$ cat src/rtl/keypad_pkg.sv
// Shared types and helpers for the 4x4 keypad scanner: FSM states, key codes,
// keymap lookup and one-cold column drive.
package keypad_pkg;

    typedef enum logic [1:0] {
        SCAN     = 2'd0,
        DEBOUNCE = 2'd1,
        HELD     = 2'd2
    } state_t;

    localparam logic [3:0] KEY_A    = 4'hA;
    localparam logic [3:0] KEY_B    = 4'hB;
    localparam logic [3:0] KEY_C    = 4'hC;
    localparam logic [3:0] KEY_D    = 4'hD;
    localparam logic [3:0] KEY_STAR = 4'hE;
    localparam logic [3:0] KEY_HASH = 4'hF;

    // Physical key position to 4-bit key code.
    function automatic logic [3:0] keymap(input logic [1:0] row, input logic [1:0] col);
        logic [3:0] code;
        case ({row, col})
            4'b00_00: code = 4'h1;
            4'b00_01: code = 4'h2;
            4'b00_10: code = 4'h3;
            4'b00_11: code = KEY_A;
            4'b01_00: code = 4'h4;
            4'b01_01: code = 4'h5;
            4'b01_10: code = 4'h6;
            4'b01_11: code = KEY_B;
            4'b10_00: code = 4'h7;
            4'b10_01: code = 4'h8;
            4'b10_10: code = 4'h9;
            4'b10_11: code = KEY_C;
            4'b11_00: code = KEY_STAR;
            4'b11_01: code = 4'h0;
            4'b11_10: code = KEY_HASH;
            default:  code = KEY_D;
        endcase
        return code;
    endfunction

    function automatic logic [3:0] col_drive(input logic [1:0] idx);
        return ~(4'b0001 << idx);
    endfunction

endpackage

$ cat src/rtl/sync_2ff.sv
// Two-flop synchroniser for asynchronous level inputs (keypad rows, buttons).
module sync_2ff #(
    parameter int unsigned          WIDTH     = 1,
    parameter logic [WIDTH-1:0]     RESET_VAL = '0
) (
    input  logic             clk,
    input  logic             rst,
    input  logic [WIDTH-1:0] d,
    output logic [WIDTH-1:0] q
);

    logic [WIDTH-1:0] meta;

    always_ff @(posedge clk or negedge rst) begin
        if (!rst) begin
            meta <= RESET_VAL;
            q    <= RESET_VAL;
        end else begin
            meta <= d;
            q    <= meta;
        end
    end

endmodule

$ cat src/rtl/keypad_scanner.sv
// 4x4 matrix keypad scanner with row synchronisation, debounce and key decode.
// Optional auto-repeat while a key is held: define KEYPAD_AUTOREPEAT_EN.
module keypad_scanner
    import keypad_pkg::*;
#(
    parameter int unsigned SCAN_DIV     = 50000,
    parameter int unsigned DEBOUNCE_CNT = 4
`ifdef KEYPAD_AUTOREPEAT_EN
    ,
    parameter int unsigned REPEAT_DLY   = 100,
    parameter int unsigned REPEAT_PER   = 25
`endif
) (
    input  logic       clk,
    input  logic       rst,
    input  logic [3:0] row_in,
    output logic [3:0] col_out,
    output logic [3:0] key_code,
    output logic       key_valid,
    output logic       key_held
);

    localparam int unsigned DIV_W = $clog2(SCAN_DIV);
    localparam int unsigned DEB_W = $clog2(DEBOUNCE_CNT + 1);
`ifdef KEYPAD_AUTOREPEAT_EN
    localparam int unsigned REP_W = $clog2(REPEAT_DLY + REPEAT_PER + 1);
`endif

    logic [3:0]       rows;
    logic [DIV_W-1:0] div_cnt;
    logic             tick;
    logic             single;
    logic             idle;
    logic [1:0]       sample_row;
    logic [1:0]       col_idx;
    logic [1:0]       col_next;
    logic [1:0]       lat_row;
    logic [DEB_W-1:0] deb_cnt;
    logic [DEB_W-1:0] rel_cnt;
    state_t           state;
`ifdef KEYPAD_AUTOREPEAT_EN
    logic [REP_W-1:0] rep_cnt;
`endif

    sync_2ff #(
        .WIDTH     (4),
        .RESET_VAL (4'hF)
    ) u_row_sync (
        .clk (clk),
        .rst (rst),
        .d   (row_in),
        .q   (rows)
    );

    // Dwell divider; the last cycle of each dwell is the sample tick.
    always_ff @(posedge clk or negedge rst) begin
        if (!rst) begin
            div_cnt <= '0;
        end else if (tick) begin
            div_cnt <= '0;
        end else begin
            div_cnt <= div_cnt + DIV_W'(1);
        end
    end

    assign tick     = (div_cnt == DIV_W'(SCAN_DIV - 1));
    assign idle     = (rows == 4'b1111);
    assign col_next = col_idx + 2'd1;

    always_comb begin
        single     = 1'b1;
        sample_row = 2'd0;
        case (rows)
            4'b1110: sample_row = 2'd0;
            4'b1101: sample_row = 2'd1;
            4'b1011: sample_row = 2'd2;
            4'b0111: sample_row = 2'd3;
            default: single     = 1'b0;
        endcase
    end

    // Scan / debounce / hold FSM with registered outputs.
    always_ff @(posedge clk or negedge rst) begin
        if (!rst) begin
            state     <= SCAN;
            col_idx   <= 2'd0;
            col_out   <= 4'b1110;
            lat_row   <= 2'd0;
            deb_cnt   <= '0;
            rel_cnt   <= '0;
            key_code  <= 4'h0;
            key_valid <= 1'b0;
            key_held  <= 1'b0;
`ifdef KEYPAD_AUTOREPEAT_EN
            rep_cnt   <= '0;
`endif
        end else begin
            key_valid <= 1'b0;
            if (tick) begin
                case (state)
                    SCAN: begin
                        if (single) begin
                            lat_row <= sample_row;
                            deb_cnt <= DEB_W'(1);
                            state   <= DEBOUNCE;
                        end else begin
                            col_idx <= col_next;
                            col_out <= col_drive(col_next);
                        end
                    end
                    DEBOUNCE: begin
                        if (single && sample_row == lat_row) begin
                            if (deb_cnt == DEB_W'(DEBOUNCE_CNT - 1)) begin
                                key_code  <= keymap(lat_row, col_idx);
                                key_valid <= 1'b1;
                                key_held  <= 1'b1;
                                deb_cnt   <= '0;
                                rel_cnt   <= '0;
                                state     <= HELD;
                            end else begin
                                deb_cnt <= deb_cnt + DEB_W'(1);
                            end
                        end else begin
                            deb_cnt <= '0;
                            state   <= SCAN;
                            col_idx <= col_next;
                            col_out <= col_drive(col_next);
                        end
                    end
                    HELD: begin
                        if (idle) begin
                            if (rel_cnt == DEB_W'(DEBOUNCE_CNT - 1)) begin
                                key_held <= 1'b0;
                                rel_cnt  <= '0;
                                state    <= SCAN;
                                col_idx  <= col_next;
                                col_out  <= col_drive(col_next);
                            end else begin
                                rel_cnt <= rel_cnt + DEB_W'(1);
                            end
                        end else begin
                            rel_cnt <= '0;
                        end
`ifdef KEYPAD_AUTOREPEAT_EN
                        // First repeat at REPEAT_DLY, then fold back to keep a REPEAT_PER period.
                        if (single && sample_row == lat_row) begin
                            if (rep_cnt == REP_W'(REPEAT_DLY + REPEAT_PER - 1)) begin
                                key_valid <= 1'b1;
                                rep_cnt   <= REP_W'(REPEAT_DLY);
                            end else begin
                                if (rep_cnt == REP_W'(REPEAT_DLY - 1)) begin
                                    key_valid <= 1'b1;
                                end
                                rep_cnt <= rep_cnt + REP_W'(1);
                            end
                        end else begin
                            rep_cnt <= '0;
                        end
`endif
                    end
                    default: state <= SCAN;
                endcase
            end
        end
    end

endmodule
$ cat config.mk
export PLATFORM = sky130hd
export DESIGN_NAME = keypad_scanner
export DESIGN_NICKNAME = d
export VERILOG_FILES = /design/src/rtl/keypad_pkg.sv /design/src/rtl/sync_2ff.sv /design/src/rtl/keypad_scanner.sv
export SDC_FILE = /design/constraint.sdc
export NUM_CORES = 1
export LEC_CHECK = 0
export BUFFER_PORTS_ARGS = -buffer_cell sky130_fd_sc_hd__buf_2
export CAP_MARGIN = 20
export CORE_MARGIN = 8
export CORE_UTILIZATION = 64
export DETAILED_ROUTE_END_ITERATION = 8
export PLACE_DENSITY = 0.93
export SKIP_CTS_REPAIR_TIMING = 1
export SYNTH_ARGS = -nofsm -noshare
export SYNTH_HDL_FRONTEND = slang
export SYNTH_SLANG_ARGS = --single-unit
$ cat constraint.sdc
create_clock -name clk -period 3.8 [get_ports clk]
set_input_delay 0.57 -clock clk [delete_from_list [all_inputs] [get_ports clk]]
set_output_delay 0.57 -clock clk [all_outputs]
set_load 0.01 [all_outputs]
# Yosys cells after proc, flatten, opt, wreduce, memory -nomap -nowiden
# Memories as Yosys holds them, arrays and structs flattened. A register that Yosys moved wholly into a read port is not among the register bits.
# Index checks and enable logic that the tools add are counted.
# totals
out_inout_bits,10
inputBits,6
elab_cells,88
mem_bits_ro,64
mem_count,1
regBits,42
# memory_table
memory,words,width,rd,rd_ports_with_merged_regs,wr,line,rtl
(name not given),16,4,1,1,0,keypad_pkg.sv:21,"case ({row, col})"
# op_classes
add_sub_neg,4
eq_ne,19
n_mux,37
shifts,1
n_reduce_logical,14
n_bitwise,1
# op_table
cell,count
$mux 3,7
$mux 2,9
$pmux 2 s3,3
$add 16x1->16 const B,1
$eq 16x16->1 const B,1
$eq 4x4->1 const B,4
$mux 16,1
$mux 4,4
$ne 2x2->1 const B,7
$pmux 3 s2,2
$pmux 4 s3,1
$reduce_and 6->1,2
$mux 1,9
$reduce_and 4->1,2
$add 3x1->3 const B,2
$eq 3x2->1 const B,2
$reduce_and 3->1,2
$reduce_and 5->1,1
$eq 4x3->1 const B,1
$not 4->4,1
$reduce_bool 2->1,2
$reduce_or 4->1,1
$shl 1x2->4 const A,1
$ne 3x3->1 const B,1
other kinds (9),9

# Longest topological paths before layout
# depth
word_depth,7
mapped_depth,8

# By module
# From an unflattened synthesis, not the netlist that was laid out.
# hier_totals
cells_unflattened,207
area_unflattened_um2,2287.2
# modules_own_cells
mod,cells_each,area_each_um2,n_inst,seq_area_each_um2
keypad_scanner,199,2077.0,1,954.7
sync_2ff,8,210.2,1,210.2

# Worst setup path before layout
# No wires, ideal clock.
# synth_path
path_kind,register to register
start,reg u_row_sync.q[3]
end,reg key_code[0]
required_ps,3675
path_stages_with_launch,8
t_arrival_ps,2269
synth_period_minus_slack_ps,2394
path_buffers,2
setup_slack_ps,1406
path_cell_list,dfstp_2 buf_2 or3b_1 a21oi_1 nor2_2 or4b_1 buf_6 mux2_4
# synth_between
elab_chain_cells,5
word_cells_on_any_way,10
classes_between,5 x eq/ne; 2 x mux; 3 x reduce/logical
# synth_lines
item,line,rtl
"start, declared",sync_2ff.sv:9,output logic [WIDTH-1:0] q
"start signal, assigned",sync_2ff.sv:20,q <= meta;
$eq 4x3->1 or $eq 4x4->1 (tied branches),keypad_scanner.sv:73,case (rows)
$pmux 2 s3 or $reduce_or 4->1 (tied branches),-,
$eq 2x2->1 or $mux 1 (tied branches),"keypad_scanner.sv:112, keypad_scanner.sv:73",
$logic_and 1x1->1 *,keypad_scanner.sv:112,if (single && sample_row == lat_row) begin
$reduce_and 4->1 (no source line) *,-,
"end, declared",keypad_scanner.sv:18,"output logic [3:0] key_code,"
# Every way passes the cells marked *; elsewhere a longest branch is shown, timed or not.
# A chain may end at the register's enable or synchronous reset.

# Worst setup path after layout
# layout_path
start,reg div_cnt[11]
end,reg col_idx[1]
# layout_between
elab_chain_cells,2
# layout_lines
item,line,rtl
"start, declared",keypad_scanner.sv:30,logic [DIV_W-1:0] div_cnt;
"start signal, assigned",keypad_scanner.sv:62,div_cnt <= div_cnt + DIV_W'(1);
$eq 16x16->1,keypad_scanner.sv:66,assign tick = (div_cnt == DIV_W'(SCAN_DIV - 1));
$reduce_and 6->1 (no source line),-,
"end signal, assigned",keypad_scanner.sv:107,col_idx <= col_next;
"end signal, assigned",keypad_scanner.sv:126,col_idx <= col_next;
"end signal, assigned",keypad_scanner.sv:136,col_idx <= col_next;
"end, declared",keypad_scanner.sv:35,logic [1:0] col_idx;
# No other way between the ends.

==> impl_metrics.ini <==
[floorplan]
io_pins = 16
die_w_um = 75.37
num_rows = 21
core_mm2 = 0.003363
start_util_pct = 67.08
dieArea_mm2 = 0.005681
die_h_um = 75.37

[worst_setup_path]
timing.reg2reg.setup_slack_ns = 1.23
cp.required_ns = 4.05
cp_max_fo = 15
endpoint_kind = flip-flop
critPathKind = flip-flop to flip-flop
timing.rr.start = div_cnt[11]
r2r_end = col_idx[1]
crit_arrival_ns = 2.82
startpoint_type = flip-flop
reg2reg_depth = 5

[route]
vias = 1560
dr.pass1.iters = 4
drtIter0Drc = 137
drtAntennaViolNets = 0
routed_wl_um = 3979
wire_per_inst_um = 14.68
drc = 0
viasPerCell = 5.756

[sta]
fin_crit_sh_pct = 67.73
min_period_ns = 2.574
finalHoldViolations = 0
setup_viol = 0
drv_slew = 0
rsz0062_at_grt = false
worstMarginPinSlew_ns = 0.7906
max_clock_freq_mhz = 388.6
tns_ns = 0
setup_ws_ns = 1.226
fin_skew_ns = 0.01575
worst_slew_margin_rel_pct = 46.46
hold_ws_ns = 0.3000

[layout]
fin_nets = 239
fill_cells = 257
area_growth_pct = 8.042
drive_gt1_share_pct = 20.00
insertedDiodeCount = 0

[synth]
ys_warn_count = 0
synthArstFlopShare_pct = 100.0
ys_types = 49
synth_edf_count = 0
syn-num-nets = 223
synthesis.area_mm2 = 0.002256
yosys.area.top_type = dfrtp_1
synth_area_leaders = dfrtp_1 39%, dfstp_2 13%, ha_1 5.0%
syn_inst = 208
synth_common_cells = 35 x dfrtp_1, 16 x nand2_1, 14 x nor2_1
synth-seq-cells = 46
synth_ff_type = dfrtp_1
yosys.area.top_type_share_pct = 38.82
syn_area_per_cell_um2 = 10.85
yosysMostFrequentCell = dfrtp_1
ys_seq_area_share_pct = 51.64

[cts]
htree_levels = 2
clock_sinks = 46
cts.clk_slew.worst_paths_ns = 0.13
cts_buffer_depth = 2
clock_latency_ns = 0.37
cts_root_buf = clkbuf_4
tritoncts = built
numCtsBuffers = 5

[place]
gp_congestion = 0.8737
port-buffer-count = 15
pre_cts_ws_ns = 1.293
post-dp-hpwl_um = 2839

[hold_path]
hp-start = row_in[1]
holdPathEnd = u_row_sync.meta[1]
hold_class = input pin to flip-flop
hold-path-cell-count = 1

[job]
maxCapViolCount = 0

[outcome]
status = finished clean

[power_and_ir_drop]
power_density_mw_per_mm2 = 313.5
ir_drop_v = 0.0002785
leakagePower_uw = 0.001160

[global_route]
antenna_found_initial = 0
grt-ovfl-total = 0
track_usage_pct = 16.42
grt_max_degree = 47
grt_pass1_wl_um = 6927
grt_pass1_vias = 1493
==> stage by stage <==
stage,total power [uW],cells,utilization (%),cell area [um^2]
5_1_grt,795.4,271,72.47,2437
3_3_place_gp,531.2,261,69.79,2347
3_5_place_dp,533.2,261,69.79,2347
6_report,764.1,271,72.47,2437
4_1_cts,770.4,269,71.58,2407
2_1_floorplan,518.7,208,-,2256
==> critical path: stages, from the launching register on <==
cell and delay [ns]:
dfrtp_1 0.47, nor4b_1 0.34, and4_1 0.59, o21ai_0 0.28, a211o_1 0.47, mux2_2 0.32
==> routing by layer <==
layer	GRT usage, %	wire length [um]	vias to the layer above
met2	24.26	1863	35
met4	6.823	77	0
met1	21.25	1863	757
li1	-	-	759
met3	5.921	174	9
met5	0	0	-
==> worst max path at each step <==
stage                  end  slack (ns)  depth (start not counted)       startpoint
3_5_place_dp   key_code[3]        1.29                          5  u_row_sync.q[1]
2_1_floorplan  key_code[0]        1.41                          7  u_row_sync.q[3]
5_1_grt         col_idx[1]        1.03                          5      div_cnt[11]
3_3_place_gp   key_code[1]        1.36                          5  u_row_sync.q[1]
4_1_cts         col_idx[1]        1.24                          5      div_cnt[11]
6_report        col_idx[1]        1.23                          5      div_cnt[11]
==> power by group <==
| part | leakage [uW] | internal [uW] | total (uW) | switching (uW) |
|---|---|---|---|---|
| combinational | 0.000535 | 8.81 | 24.4 | 15.6 |
| sequential | 0.000590 | 498 | 503 | 4.91 |
| clock | 0.0000353 | 89.8 | 237 | 147 |
==> kinds of logic after synthesis <==
kind of cell | Yosys count | share of synthesized area, %
AND/OR/NAND/NOR | 75 | 17.91
flip-flops | 46 | 51.64
AO/OA/AOI/OAI | 27 | 8.265
buffers and inverters | 21 | 3.993
XOR/XNOR | 17 | 6.600
multiplexers | 13 | 6.600
adder cells (fa/ha/maj) | 9 | 4.992
==> sequential cells by signal, indices dropped and copies added (netlist names), 2 cells and up <==
signal,cells
col_idx,2
col_out,4
deb_cnt,3
div_cnt,16
key_code,4
lat_row,2
rel_cnt,3
state,2
u_row_sync.meta,4
u_row_sync.q,4
==> final cells by class <==
class / instances / area [um^2] / area share [%]
Sequential cell: 46 / 1165 / 47.79
Multi-Input combinational cell: 141 / 1001 / 41.07
Clock buffer: 7 / 55.05 / 2.259
Inverter: 13 / 48.80 / 2.002
Tap cell: 46 / 57.56 / 2.361
Timing Repair Buffer: 17 / 105.1 / 4.312
Clock inverter: 1 / 5.005 / 0.2053
==> cell usage in the layout (no fill, tap or decap), types with 3 or more instances in the layout <==
cell type   n
nor2_1     14
buf_2      15
ha_1        9
o21ai_0     8
a21oi_1     4
clkbuf_4    5
dfstp_2    11
xor2_1      9
nand2b_1    4
nand2_1    16
mux2i_1     7
inv_1      13
nor3_1      7
xnor2_1     8
mux2_4      3
dfrtp_1    35
mux2_2      3
nand3_1     9
nand4_1     3
Power figures use the tool's default switching activity.
